**config.mk**
```make
export PLATFORM = sky130hd
export DESIGN_NAME = booth_pp_sequencer
export DESIGN_NICKNAME = d
export VERILOG_FILES = /design/src/rtl/booth_pp_sequencer.sv
export SDC_FILE = /design/constraint.sdc
export NUM_CORES = 1
export LEC_CHECK = 0
export BUFFER_PORTS_ARGS = -buffer_cell sky130_fd_sc_hd__buf_4
export CAP_MARGIN = 10
export CORE_MARGIN = 2
export CORE_UTILIZATION = 30
export DETAILED_ROUTE_END_ITERATION = 7
export MAX_ROUTING_LAYER = met4
export PLACE_DENSITY = 0.5
export SLEW_MARGIN = 20
export SYNTH_ARGS = -nofsm -noshare
export SYNTH_HDL_FRONTEND = slang
export SYNTH_SLANG_ARGS = --single-unit
```
**constraint.sdc**
```tcl
create_clock -name clk -period 4.8 [get_ports clk]
set_input_delay 0.96 -clock clk [delete_from_list [all_inputs] [get_ports clk]]
set_output_delay 0.96 -clock clk [all_outputs]
set_load 0.1 [all_outputs]
```
**src/rtl/booth_pp_sequencer.sv**
```systemverilog
// Radix-4 Booth multiplier sequencer: 8x8 signed, one partial product per RUN cycle.
// Optional macro BOOTH_EARLY_TERM_EN ends RUN once all remaining Booth digits are zero.
module booth_pp_sequencer (
  input  logic        clk,
  input  logic        rst_n,
  input  logic        start,
  input  logic [7:0]  multiplicand,
  input  logic [7:0]  multiplier,
  output logic        busy,
  output logic        done,
  output logic [15:0] product,
  output logic        ppNum,
  output logic [1:0]  ppIndex,
  output logic [9:0]  partialProduct
);

  typedef enum logic [1:0] {IDLE, RUN, DONE} state_t;

  state_t      state, state_next;
  logic [7:0]  a_reg, b_reg;
  logic [15:0] acc;
  logic [1:0]  idx;
  logic [8:0]  b_ext;
  logic [2:0]  triplet;
  logic [9:0]  a_ext;
  logic [9:0]  pp;
  logic [15:0] addend;
  logic        last_digit;

  // Appending a zero below bit 0 supplies the implicit B[-1] for digit 0.
  assign b_ext   = {b_reg, 1'b0};
  assign triplet = b_ext[{idx, 1'b0} +: 3];
  assign a_ext   = {{2{a_reg[7]}}, a_reg};
  assign addend  = {{6{pp[9]}}, pp} << {idx, 1'b0};

`ifdef BOOTH_EARLY_TERM_EN
  logic rest_uniform;

  // Remaining digits are all zero when the untouched multiplier bits are pure sign copies.
  always_comb begin
    rest_uniform = 1'b0;
    case (idx)
      2'd0:    rest_uniform = (&b_reg[7:1]) | ~(|b_reg[7:1]);
      2'd1:    rest_uniform = (&b_reg[7:3]) | ~(|b_reg[7:3]);
      2'd2:    rest_uniform = (&b_reg[7:5]) | ~(|b_reg[7:5]);
      default: rest_uniform = 1'b1;
    endcase
  end

  assign last_digit = (idx == 2'd3) | rest_uniform;
`else
  assign last_digit = (idx == 2'd3);
`endif

  always_ff @(posedge clk) begin
    if (!rst_n) state <= IDLE;
    else        state <= state_next;
  end

  always_comb begin
    state_next = state;
    busy       = 1'b0;
    done       = 1'b0;
    ppNum      = 1'b0;
    pp         = '0;
    case (state)
      IDLE: begin
        if (start) state_next = RUN;
      end
      RUN: begin
        busy  = 1'b1;
        ppNum = (idx == 2'd0);
        case (triplet)
          3'b001, 3'b010: pp = a_ext;
          3'b011:         pp = a_ext << 1;
          3'b100:         pp = 10'd0 - (a_ext << 1);
          3'b101, 3'b110: pp = 10'd0 - a_ext;
          default:        pp = '0;
        endcase
        if (last_digit) state_next = DONE;
      end
      DONE: begin
        done       = 1'b1;
        state_next = IDLE;
      end
      default: state_next = IDLE;
    endcase
  end

  // Operands are latched only on an accepted start, so later input changes are ignored.
  always_ff @(posedge clk) begin
    if (!rst_n) begin
      a_reg <= '0;
      b_reg <= '0;
      acc   <= '0;
      idx   <= '0;
    end else begin
      case (state)
        IDLE: begin
          if (start) begin
            a_reg <= multiplicand;
            b_reg <= multiplier;
            acc   <= '0;
            idx   <= '0;
          end
        end
        RUN: begin
          acc <= acc + addend;
          idx <= idx + 2'd1;
        end
        default: ;
      endcase
    end
  end

  assign product        = acc;
  assign ppIndex        = idx;
  assign partialProduct = pp;

endmodule

```
==> results.cfg <==
[power]
finalPower_uw = 953
p_sw_uw = 295
seqPwrFrac = 0.342
sw_frac_of_total = 0.309
p_per_area_nw_per_um2 = 259
p_clk_frac = 0.403
ir_worst_vdd_uv = 168
p_leak_uw = 0.00156
p_comb_frac = 0.255
intPower_uw = 658

[clock_network]
cts_buffers = 5
cts_setup_buffers = 0
cts_tree = yes
clkTransAtPathRegs_ns = 0.09
insertion_delay_ns = 0.30
cts_resized = 0
clock_path_buffers = 2
postCtsHoldBufs = 0
htreeDepth = 2
clock-root-buffer = clkbuf_8
cts.sinks = 36

[critical_path]
startpoint_type = flop
crit_path_top_delay_cell = mux2_2
path_buf_inv = 1
crit_start = ppIndex[1]
critPathCaptureType = flop
cp_top_family = compound AO/OA/AOI/OAI gates
path_max_fanout = 28
cp.arrival_ns = 4.64
cp.required_ns = 4.99
crit_chain = buf_4 > mux2_2 > mux2i_1 > nand3_2 > o221ai_1 > nor2_1 > a211oi_1 > mux2_2 > ha_1 > a21oi_1 > a2bb2oi_1 > a2bb2oi_1 > a21oi_1 > nor3_1 > o31ai_1 > a21bo_2
worst_path_largest_cell_delay_ns = 0.39
worst-path-stages = 16
r2r_cells = 16
worstSetupPathType = reg2reg
r2r-start = ppIndex[1]

[global_route]
antenna_found_initial = 0
grt_pass1_vias = 2729
grt_start_max_net_pins = 34
overflow = 0
grt_pass1_wl_um = 13400
track_usage = 0.155

[synthesis]
async_reset_ff_frac = 0
synth_edf_count = 0
synthesis.area_sq_um = 2990
synth_warnings = 0
ys_seq_area_frac = 0.241
synth_area_per_cell_sq_um = 7.97
syn_nets = 415
synth-seq-cells = 36
syn_inst = 375
synthFlopType = dfxtp_1
ys_types = 64

[detailed_routing]
drcViolationCount = 0
ant_nets = 0
wire_per_inst_um = 14.3
totalWireLength_um = 7930
drt-vias-per-instance = 4.98
via_count = 2761
first_iter_violations = 58
drt-pass1-iter-count = 4

[placed_design]
place_ws_ns = 0.389
dp_hpwl_um = 6060
portBuffers = 49
placedCellCount = 546
gp_congestion = 0.912

[timing]
finalHoldViolations = 0
min_period_ns = 4.44
setup_slack_ns = 0.356
timing.fmax_ghz = 0.225
finalCritPeriodShare = 0.926
drv_slew = 0
setup_viol_count_final = 0
max-slew-margin-rel = 0.338
finalClockSkew_ns = 0.0133
worstMarginPinSlew_ns = 0.977
tns_ns = 0
rsz0062_at_grt = no

[final_layout]
final_cell_mix = nand2_1, buf_4, dfxtp_1, ha_1
area_delta_synth_final_pct = 23.2
final_nets = 460
mostFrequentLayoutCell = nand2_1
drive_gt1_frac = 0.228
fin_cells = 554
largest_register_ffs = 16
nFillCells = 1040
finalCoreUtilization = 0.378
antenna_cells = 0

[worst_hold_path]
min_from = b_reg[4]
hold_path_class = reg2reg
min_delay_path_depth = 2

[status]
status = completed

[floorplan]
rows = 36
ioPinCount = 50
die_x_um = 104
die_area_sq_um = 10800
fp.dieH_um = 104
start_util = 0.307
core_area_sq_um = 9730

[job]
maxCapViolations = 0
-- logic make-up after synthesis --
family | count (synthesis) | synth area share
adder cells (fa/ha/maj) | 21 | 0.0905
XOR/XNOR | 20 | 0.0649
multiplexers | 12 | 0.0523
AND/OR/NAND/NOR | 135 | 0.213
buffers and inverters | 35 | 0.0519
flip-flops | 36 | 0.241
AO/OA/AOI/OAI | 116 | 0.286
-- final cells by class --
type	count	area, sq um	share of cell area
Timing Repair Buffer	57	428	0.116
Multi-Input combinational cell	304	2150	0.583
Clock buffer	5	68.8	0.0187
Inverter	16	60.1	0.0163
Sequential cell	36	721	0.196
Clock inverter	3	90.1	0.0245
Tap cell	133	166	0.0452
-- synth_stat cells (all sizes together) (4+ instances only) --
library cell,instances,area [sq um]
inv,15,56.3
nand2,61,231
a21oi,14,70.1
nor3,11,55.1
o21a,6,45.0
mux2,6,71.3
nand3,11,55.1
a21boi,19,146
a31oi,5,31.3
o21bai,4,30.0
a22oi,9,67.6
o21ai,22,121
nor2,19,71.3
clkbuf,14,52.6
nor2b,14,87.6
o31ai,5,52.6
a211oi,4,30.0
xnor2,11,115
dfxtp,36,721
xor2,9,78.8
ha,20,250
buf,5,42.5
a21o,6,45.0
mux2i,4,40.0
a2bb2oi,4,35.0
-- through the flow --
step           hold slack, ns  area, sq um
2_1_floorplan           0.449         3010
3_3_place_gp            0.471         3510
3_5_place_dp            0.471         3510
4_1_cts                 0.483         3670
5_1_grt                 0.515         3680
6_report                0.481         3680
-- power by group through the flow --
stage	Sequential, uW	Clock (uW)	Combinational (uW)
floorplan	349	0	166
global placement	333	0	243
detailed placement	333	0	243
CTS	326	391	244
global route	329	406	265
finish	326	384	243
-- worst paths after layout --
| kind | end | slack [ns] |
|---|---|---|
| hold reg to reg | b_reg[4] | 0.48 |
| hold / removal | b_reg[4] | 0.48 |
| setup / recovery | product[15] | 0.36 |
| setup reg to reg | product[15] | 0.36 |
-- layer usage --
| layer | GRT usage | up-vias | part of all wire |
|---|---|---|---|
| li1 | - | 1442 | - |
| met1 | 0.190 | 1259 | 0.48 |
| met2 | 0.264 | 46 | 0.48 |
| met3 | 0.0227 | 14 | 0.029 |
| met4 | 0.0425 | 0 | 0.012 |
| met5 | - | - | 0 |
-- worst min-delay path: cells and delay by family, from the launching register on --
kind               cells  cell delay (ns)
AOI/OAI and AO/OA      1             0.06
DFF                    1             0.33
and+or+nand+nor        1             0.05
No activity file was read; power rests on OpenSTA's default activity.
